**src/rtl/id_ex_pipe_reg.sv**
```systemverilog
// ----------------------------------------------------------------------------
// id_ex_pipe_reg
//
// Decode-to-execute pipeline register. It latches the decoded control bits,
// operands and register indices into the EX stage. It detects load-use
// hazards against the instruction already in EX and inserts a bubble on a
// hazard, on a branch/jump flush, or when ID is empty. Two saturating
// counters record stall and flush cycles for performance debug.
//
// Ports
//   clk, rst         : clock, synchronous active-high reset
//   valid_d          : ID stage holds a real instruction
//   *_d              : decoded control bits, register indices, operands
//   flush_e          : branch taken / jump resolved, kill the ID instruction
//   valid_e, *_e     : registered EX-stage copy of the ID fields
//   wr_reg_e         : destination register (rd_e or rt_e), combinational
//   stall_out        : hold PC and IF/ID this cycle, combinational
//   load_use_cnt     : saturating count of load-use stall edges
//   flush_cnt        : saturating count of flush edges
// ----------------------------------------------------------------------------
module id_ex_pipe_reg #(
  parameter int unsigned DATA_W = 32,
  parameter int unsigned REG_AW = 5,
  parameter int unsigned CNT_W  = 16
) (
  input  logic              clk,
  input  logic              rst,
  // ID stage
  input  logic              valid_d,
  input  logic              jump_d,
  input  logic              beq_d,
  input  logic              mem_to_reg_d,
  input  logic              mem_write_d,
  input  logic              alu_src_d,
  input  logic              reg_write_d,
  input  logic              reg_dest_d,
  input  logic [2:0]        alu_op_d,
  input  logic              uses_rs_d,
  input  logic              uses_rt_d,
  input  logic [REG_AW-1:0] rs_d,
  input  logic [REG_AW-1:0] rt_d,
  input  logic [REG_AW-1:0] rd_d,
  input  logic [DATA_W-1:0] rd1_d,
  input  logic [DATA_W-1:0] rd2_d,
  input  logic [DATA_W-1:0] imm_d,
  input  logic [DATA_W-1:0] pc_plus4_d,
  input  logic              flush_e,
  // EX stage
  output logic              valid_e,
  output logic              jump_e,
  output logic              beq_e,
  output logic              mem_to_reg_e,
  output logic              mem_write_e,
  output logic              alu_src_e,
  output logic              reg_write_e,
  output logic              reg_dest_e,
  output logic [2:0]        alu_op_e,
  output logic [REG_AW-1:0] rs_e,
  output logic [REG_AW-1:0] rt_e,
  output logic [REG_AW-1:0] rd_e,
  output logic [DATA_W-1:0] rd1_e,
  output logic [DATA_W-1:0] rd2_e,
  output logic [DATA_W-1:0] imm_e,
  output logic [DATA_W-1:0] pc_plus4_e,
  output logic [REG_AW-1:0] wr_reg_e,
  // Hazard / debug
  output logic              stall_out,
  output logic [CNT_W-1:0]  load_use_cnt,
  output logic [CNT_W-1:0]  flush_cnt
);

  localparam int unsigned CTRL_W = 10;

  // Pipeline register state
  logic              valid_q,    valid_d_n;
  logic [CTRL_W-1:0] ctrl_q,     ctrl_d;
  logic [REG_AW-1:0] rs_q,       rs_nx;
  logic [REG_AW-1:0] rt_q,       rt_nx;
  logic [REG_AW-1:0] rd_q,       rd_nx;
  logic [DATA_W-1:0] rd1_q,      rd1_nx;
  logic [DATA_W-1:0] rd2_q,      rd2_nx;
  logic [DATA_W-1:0] imm_q,      imm_nx;
  logic [DATA_W-1:0] pc4_q,      pc4_nx;
  logic [CNT_W-1:0]  lu_cnt_q,   lu_cnt_d;
  logic [CNT_W-1:0]  fl_cnt_q,   fl_cnt_d;

  logic              load_use_c;
  logic              rs_hit_c;
  logic              rt_hit_c;
  logic              capture_c;

  // Control field slicing: {jump, beq, mem_to_reg, mem_write, alu_src,
  // reg_write, reg_dest, alu_op[2:0]}
  logic              ex_mem_to_reg_c;
  logic              ex_reg_write_c;
  assign ex_mem_to_reg_c = ctrl_q[7];
  assign ex_reg_write_c  = ctrl_q[4];

  // Load-use detection against the load sitting in EX; $zero is never a hazard
  always_comb begin
    rs_hit_c   = uses_rs_d && (rs_d == rt_q);
    rt_hit_c   = uses_rt_d && (rt_d == rt_q);
    load_use_c = valid_d && valid_q && ex_mem_to_reg_c && ex_reg_write_c &&
                 (rt_q != '0) && (rs_hit_c || rt_hit_c);
  end

  // A flush kills the ID instruction, so it overrides the stall request
  assign stall_out = load_use_c && !flush_e;

  assign capture_c = !flush_e && !load_use_c && valid_d;

  // Next-state: bubble by default, capture ID only when nothing blocks it
  always_comb begin
    valid_d_n = 1'b0;
    ctrl_d    = '0;
    rs_nx     = '0;
    rt_nx     = '0;
    rd_nx     = '0;
    rd1_nx    = '0;
    rd2_nx    = '0;
    imm_nx    = '0;
    pc4_nx    = '0;
    if (capture_c) begin
      valid_d_n = 1'b1;
      ctrl_d    = {jump_d, beq_d, mem_to_reg_d, mem_write_d, alu_src_d,
                   reg_write_d, reg_dest_d, alu_op_d};
      rs_nx     = rs_d;
      rt_nx     = rt_d;
      rd_nx     = rd_d;
      rd1_nx    = rd1_d;
      rd2_nx    = rd2_d;
      imm_nx    = imm_d;
      pc4_nx    = pc_plus4_d;
    end
  end

  // Saturating event counters; a flush edge is never also counted as a stall
  always_comb begin
    fl_cnt_d = fl_cnt_q;
    lu_cnt_d = lu_cnt_q;
    if (flush_e) begin
      if (fl_cnt_q != '1) fl_cnt_d = fl_cnt_q + CNT_W'(1);
    end else if (load_use_c) begin
      if (lu_cnt_q != '1) lu_cnt_d = lu_cnt_q + CNT_W'(1);
    end
  end

  // State register; reset discards any in-flight EX instruction
  always_ff @(posedge clk) begin
    if (rst) begin
      valid_q  <= 1'b0;
      ctrl_q   <= '0;
      rs_q     <= '0;
      rt_q     <= '0;
      rd_q     <= '0;
      rd1_q    <= '0;
      rd2_q    <= '0;
      imm_q    <= '0;
      pc4_q    <= '0;
      lu_cnt_q <= '0;
      fl_cnt_q <= '0;
    end else begin
      valid_q  <= valid_d_n;
      ctrl_q   <= ctrl_d;
      rs_q     <= rs_nx;
      rt_q     <= rt_nx;
      rd_q     <= rd_nx;
      rd1_q    <= rd1_nx;
      rd2_q    <= rd2_nx;
      imm_q    <= imm_nx;
      pc4_q    <= pc4_nx;
      lu_cnt_q <= lu_cnt_d;
      fl_cnt_q <= fl_cnt_d;
    end
  end

  assign valid_e      = valid_q;
  assign jump_e       = ctrl_q[9];
  assign beq_e        = ctrl_q[8];
  assign mem_to_reg_e = ctrl_q[7];
  assign mem_write_e  = ctrl_q[6];
  assign alu_src_e    = ctrl_q[5];
  assign reg_write_e  = ctrl_q[4];
  assign reg_dest_e   = ctrl_q[3];
  assign alu_op_e     = ctrl_q[2:0];
  assign rs_e         = rs_q;
  assign rt_e         = rt_q;
  assign rd_e         = rd_q;
  assign rd1_e        = rd1_q;
  assign rd2_e        = rd2_q;
  assign imm_e        = imm_q;
  assign pc_plus4_e   = pc4_q;
  assign load_use_cnt = lu_cnt_q;
  assign flush_cnt    = fl_cnt_q;

  // Destination register select for the writeback path
  assign wr_reg_e = ctrl_q[3] ? rd_q : rt_q;

endmodule

```
**config.mk**
```make
export PLATFORM = sky130hd
export DESIGN_NAME = id_ex_pipe_reg
export DESIGN_NICKNAME = d
export VERILOG_FILES = /design/src/rtl/id_ex_pipe_reg.sv
export SDC_FILE = /design/constraint.sdc
export NUM_CORES = 1
export LEC_CHECK = 0
export CORE_AREA = 2 2 136 138
export DETAILED_ROUTE_END_ITERATION = 7
export DIE_AREA = 0 0 138 140
export PLACE_DENSITY = 0.73
export SYNTH_ARGS = -nofsm -noshare
export SYNTH_HDL_FRONTEND = slang
export SYNTH_SLANG_ARGS = --single-unit
export TNS_END_PERCENT = 20
```
**constraint.sdc**
```tcl
create_clock -name clk -period 5.7 [get_ports clk]
set_clock_uncertainty 0.05 [all_clocks]
set_input_delay 0.57 -clock clk [delete_from_list [all_inputs] [get_ports clk]]
set_output_delay 0.57 -clock clk [all_outputs]
set_load 0.02 [all_outputs]
```
# Word-level counts from Yosys, hierarchy flattened

Cells that the tools add are included.
W data, S select, Z words.

Add/subtract/negate cells: 2
Eq/ne operators: 4
Multiplexer cells: 2
Bitwise gates (word level): 2
Reduce and logical (&&, ||, !) cells: 17

Operators by type and width:

| kind                    | count |
|---|---|
| $add A16 B1 Y16 const B | 2 |
| $ne A16 B16 Y1 const B  | 2 |
| $eq A5 B5 Y1            | 2 |
| $logic_and A1 B1 Y1     | 10 |
| $mux W5                 | 1 |
| $reduce_bool A5 Y1      | 1 |
| $reduce_and A3 Y1       | 1 |
| $logic_not A1 Y1        | 2 |
| $not A1 Y1              | 2 |
| $reduce_and A2 Y1       | 1 |
| $reduce_or A2 Y1        | 1 |
| $logic_or A1 B1 Y1      | 1 |
| $mux W1                 | 1 |

Register bits after elaboration: 186
Input bits: 159
Output and inout port bits: 192
Word-level logic and storage cells: 38

# Logic depth before layout (Yosys ltp)

Depth in word-level cells: 10
Mapped depth: 8
Mapped depth without buffers: 6

# Least setup slack after synthesis

Ideal clock, no wire load.

Path kind: input -> output
From: input port rs_d[3]
To: output port stall_out
Arrival: 2.188 ns
Data required time: 5.080 ns
Setup slack: 2.892 ns
Cell stages on the path: 6
Buffers on the path: 2
Cell sequence: xor2_1 > nor4_2 > a32oi_2 > buf_2 > buf_2 > nor4_1

Longest elaborated chain between the ends: 5

Ends and longest elaborated chain:

| item                | line | source |
|---|---|---|
| start: declaration  | 40   | `input logic [REG_AW-1:0] rs_d,` |
| $eq A5 B5 Y1        | 101  | `rs_hit_c = uses_rs_d && (rs_d == rt_q);` |
| $logic_and A1 B1 Y1 | 101  |  |
| $logic_or A1 B1 Y1  | 104  | `(rt_q != '0) && (rs_hit_c \|\| rt_hit_c);` |
| $logic_and A1 B1 Y1 | 104  |  |
| $logic_and A1 B1 Y1 | 108  | `assign stall_out = load_use_c && !flush_e;` |
| end: declaration    | 67   | `output logic stall_out,` |

No other way between the ends.

# Worst setup path in the final report

From: input port rt_d[1]
To: output port stall_out

Longest elaborated chain between the ends: 5

Ends and longest elaborated chain:

| item                | line | source |
|---|---|---|
| start: declaration  | 41   | `input logic [REG_AW-1:0] rt_d,` |
| $eq A5 B5 Y1        | 102  | `rt_hit_c = uses_rt_d && (rt_d == rt_q);` |
| $logic_and A1 B1 Y1 | 102  |  |
| $logic_or A1 B1 Y1  | 104  |  |
| $logic_and A1 B1 Y1 | 104  |  |
| $logic_and A1 B1 Y1 | 108  |  |

No other way between the ends.

==> results_dict.tcl <==
set metrics [dict create \
    status "finished clean" \
    cpPeakStageDelay_ns 0.66 \
    die_w_um 138 \
    whs_ns 0.450 \
    synth_top_cell_by_area "dfxtp_1" \
    wl_per_cell_um 15.9 \
    peakVddDrop_mv 0.202 \
    cts.htree.levels 4 \
    power_density_nw_per_um2 275 \
    core-area_sq_um 17800 \
    netlist_top_cells_area "dfxtp_1 (62%), and2_1 (16%), mux2_2 (2.2%)" \
    ys_warn_count 0 \
    syn_area_sq_um 6040 \
    dieArea_sq_um 19300 \
    rrSetupSlack_ns 2.57 \
    drtIter0Drc 152 \
    period_needed_ns 3.60 \
    rr_startpoint "rt_e[2]$_SDFF_PP0_" \
    syn_to_final_growth_pct 71.2 \
    crit_fanout 27 \
    vias 4998 \
    power.leakage_nw 3.88 \
    final_nets 1056 \
    antenna_found_initial 2 \
    report.final.slew_viol_count 0 \
    synth_common_cells "dfxtp_1 (186), and2_1 (154), nor2_1 (27), clkbuf_1 (17), nand2_1 (14)" \
    crit_family "buffers and inverters" \
    hold_class "flip-flop to flip-flop" \
    synth-seq-cells 186 \
    dp_hpwl_um 14000 \
    syn_avg_cell_area_sq_um 11.0 \
    ios 351 \
    rsz0062_at_grt "false" \
    syn_nets 710 \
    hold_path.startpoint "load_use_cnt[11]$_SDFFE_PP0P_" \
    clk_latency_ns 0.42 \
    synth_ff_type "dfxtp_1" \
    clk_path_buf_depth 2 \
    num-fill-cells 1551 \
    initial_core_util_pct 34.0 \
    critPathRequiredTime_ns 5.08 \
    arrival_ns 2.98 \
    r2r-end "imm_e[27]$_SDFF_PP0_" \
    drt-total-wl_um 18100 \
    tightestPinTransition_ns 1.12 \
    grt_overflow 0 \
    finalInstanceArea_sq_um 10300 \
    antenna_cells 0 \
    io_buffers 350 \
    firstDrtPassIters 4 \
    yosysMostFrequentCell "dfxtp_1" \
    ys_async_sr_fraction_pct 0 \
    relSlewSlack_pct 25.4 \
    tns_ns 0 \
    place_area_sq_um 9720 \
    root_buffer "clkbuf_16" \
    min_to "load_use_cnt[11]$_SDFFE_PP0P_" \
    num_rows 49 \
    cap_viol_max_count 0 \
    critPathLaunchType "input pin" \
    min_period_over_period_pct 63.2 \
    hold_viol 0 \
    die_h_um 140 \
    crit_type "input pin to primary output" \
    cts_tree "built" \
    crit_chain "clkdlybuf4s50_1 > xor2_1 > nor4_1 > a32oi_2 > nor4_1 > clkdlybuf4s50_1" \
    ctsHoldBuffers 0 \
    fmax_ghz 0.278 \
    cts_resized 0 \
    grt_max_degree 96 \
    remaining_drc_errors 0 \
    ys_seq_area_share_pct 61.7 \
    final_util_pct 58.1 \
    place.gp.congestion 0.819 \
    setup_viol 0 \
    grt_usage_pct 18.5 \
    worstSetupEndpointType "primary output" \
    synth-edff-count 0 \
    via_per_inst 4.40 \
    slowest_stage "clkdlybuf4s50_1" \
    ys_types 38 \
    clk_pin_slew_ns 0.07 \
    cts_made_buffers 17 \
    hold_path_depth 2 \
    synthCells 549 \
    drive_gt1_share_pct 5.95 \
    synth_top_area_share_pct 61.7 \
    grt_pass1_wl_um 27300 \
    post-cts-setup-buffer-count 0 \
    antenna_left 0 \
    path_buf_inv 2 \
    clock-sinks 186 \
    reg2reg_depth 6 \
    grt_pass1_vias 4849 \
]
## metrics by stage
step | total power, mW | worst slack [ns] | std cells
floorplan | 1.46 | 2.89 | 549
global placement | 1.64 | 1.96 | 1105
detailed placement | 1.64 | 1.90 | 1105
CTS | 2.88 | 2.08 | 1136
global route | 2.96 | 1.92 | 1136
finish | 2.84 | 2.10 | 1136
## per-layer routing
layer	vias up	track usage, %	share of wire, %	wire length, um
li1	2499	-	-	-
met1	2256	19.9	38	6860
met2	197	30.8	49	8950
met3	42	9.33	9.2	1670
met4	4	7.84	3.3	600
met5	-	0	0.15	27
## cell type report
| type | count | area, sq um | area share [%] |
|---|---|---|---|
| flip-flops and latches | 186 | 3720 | 36.0 |
| repair buffers | 355 | 3540 | 34.2 |
| multi-input cells | 333 | 2160 | 20.9 |
| clock buffers | 19 | 443 | 4.28 |
| well taps | 229 | 287 | 2.77 |
| clock inverters | 12 | 180 | 1.74 |
| inverters | 2 | 7.51 | 0.0726 |
## cell usage in the layout (no fill, tap or decap), types with 2 or more instances in the layout
| cell | instances |
|---|---|
| inv_1 | 2 |
| nor4_1 | 8 |
| inv_6 | 4 |
| buf_4 | 5 |
| and4_1 | 3 |
| a21oi_1 | 13 |
| bufinv_16 | 3 |
| nand4_1 | 8 |
| mux2i_1 | 2 |
| ha_1 | 2 |
| o21ai_0 | 4 |
| mux2_2 | 12 |
| nor3_1 | 9 |
| or4b_1 | 2 |
| clkbuf_16 | 17 |
| dfxtp_1 | 186 |
| o2111ai_1 | 2 |
| clkdlybuf4s50_1 | 350 |
| o31ai_1 | 7 |
| o41ai_1 | 3 |
| nor4b_1 | 2 |
| nand2_1 | 14 |
| nor2b_1 | 8 |
| nor2_1 | 27 |
| or4b_2 | 2 |
| or3_1 | 6 |
| nand2b_1 | 2 |
| or4_1 | 6 |
| inv_8 | 2 |
| nand3_1 | 9 |
| xor2_1 | 10 |
| and2_1 | 154 |
| xnor2_1 | 10 |
## power by group
group          total (mW)  switching (mW)  leakage (nW)  internal [mW]
Combinational       0.266          0.0989          2.07          0.167
Sequential           1.34          0.0120          1.51           1.33
Clock                1.23           0.518         0.302          0.716
Total                2.84           0.629          3.88           2.21
## logic make-up (layout without fill, tap and decap cells)
family	count (synthesis)	after routing	synth area share (%)
compound gates	33	33	3.69
xor+xnor	20	20	2.90
fa+ha+maj	2	2	0.414
buf+inv	30	388	2.82
flops	186	186	61.7
mux	14	14	2.57
simple gates	264	264	26.0
## state kept, by name, indices dropped and copies added (netlist names), 5 cells and up
register      flops
imm_e            32
pc_plus4_e       32
rd1_e            32
rd2_e            32
flush_cnt        16
load_use_cnt     16
ctrl_q           10
rd_e              5
rs_e              5
rt_e              5
## how the worst max path moves through the flow
stage	from	endpoint	slack (ns)	depth (start not counted)
3_3_place_gp	rt_d[0]	rd2_e[19]$_SDFF_PP0_	1.96	7
6_report	rt_d[1]	stall_out	2.10	6
5_1_grt	rt_d[1]	stall_out	1.92	6
4_1_cts	rt_d[1]	stall_out	2.08	6
2_1_floorplan	rs_d[3]	stall_out	2.89	6
3_5_place_dp	rs_d[2]	rd2_e[6]$_SDFF_PP0_	1.90	7
## worst register-to-register path, delay by kind of cell, from the launching register on
family / cells / cell delay, ns
compound gates: 2 / 1.71
xor+xnor: 1 / 0.21
buf+inv: 1 / 0.41
flops: 1 / 0.45
simple gates: 2 / 0.26
No activity file was read; power rests on OpenSTA's default activity.
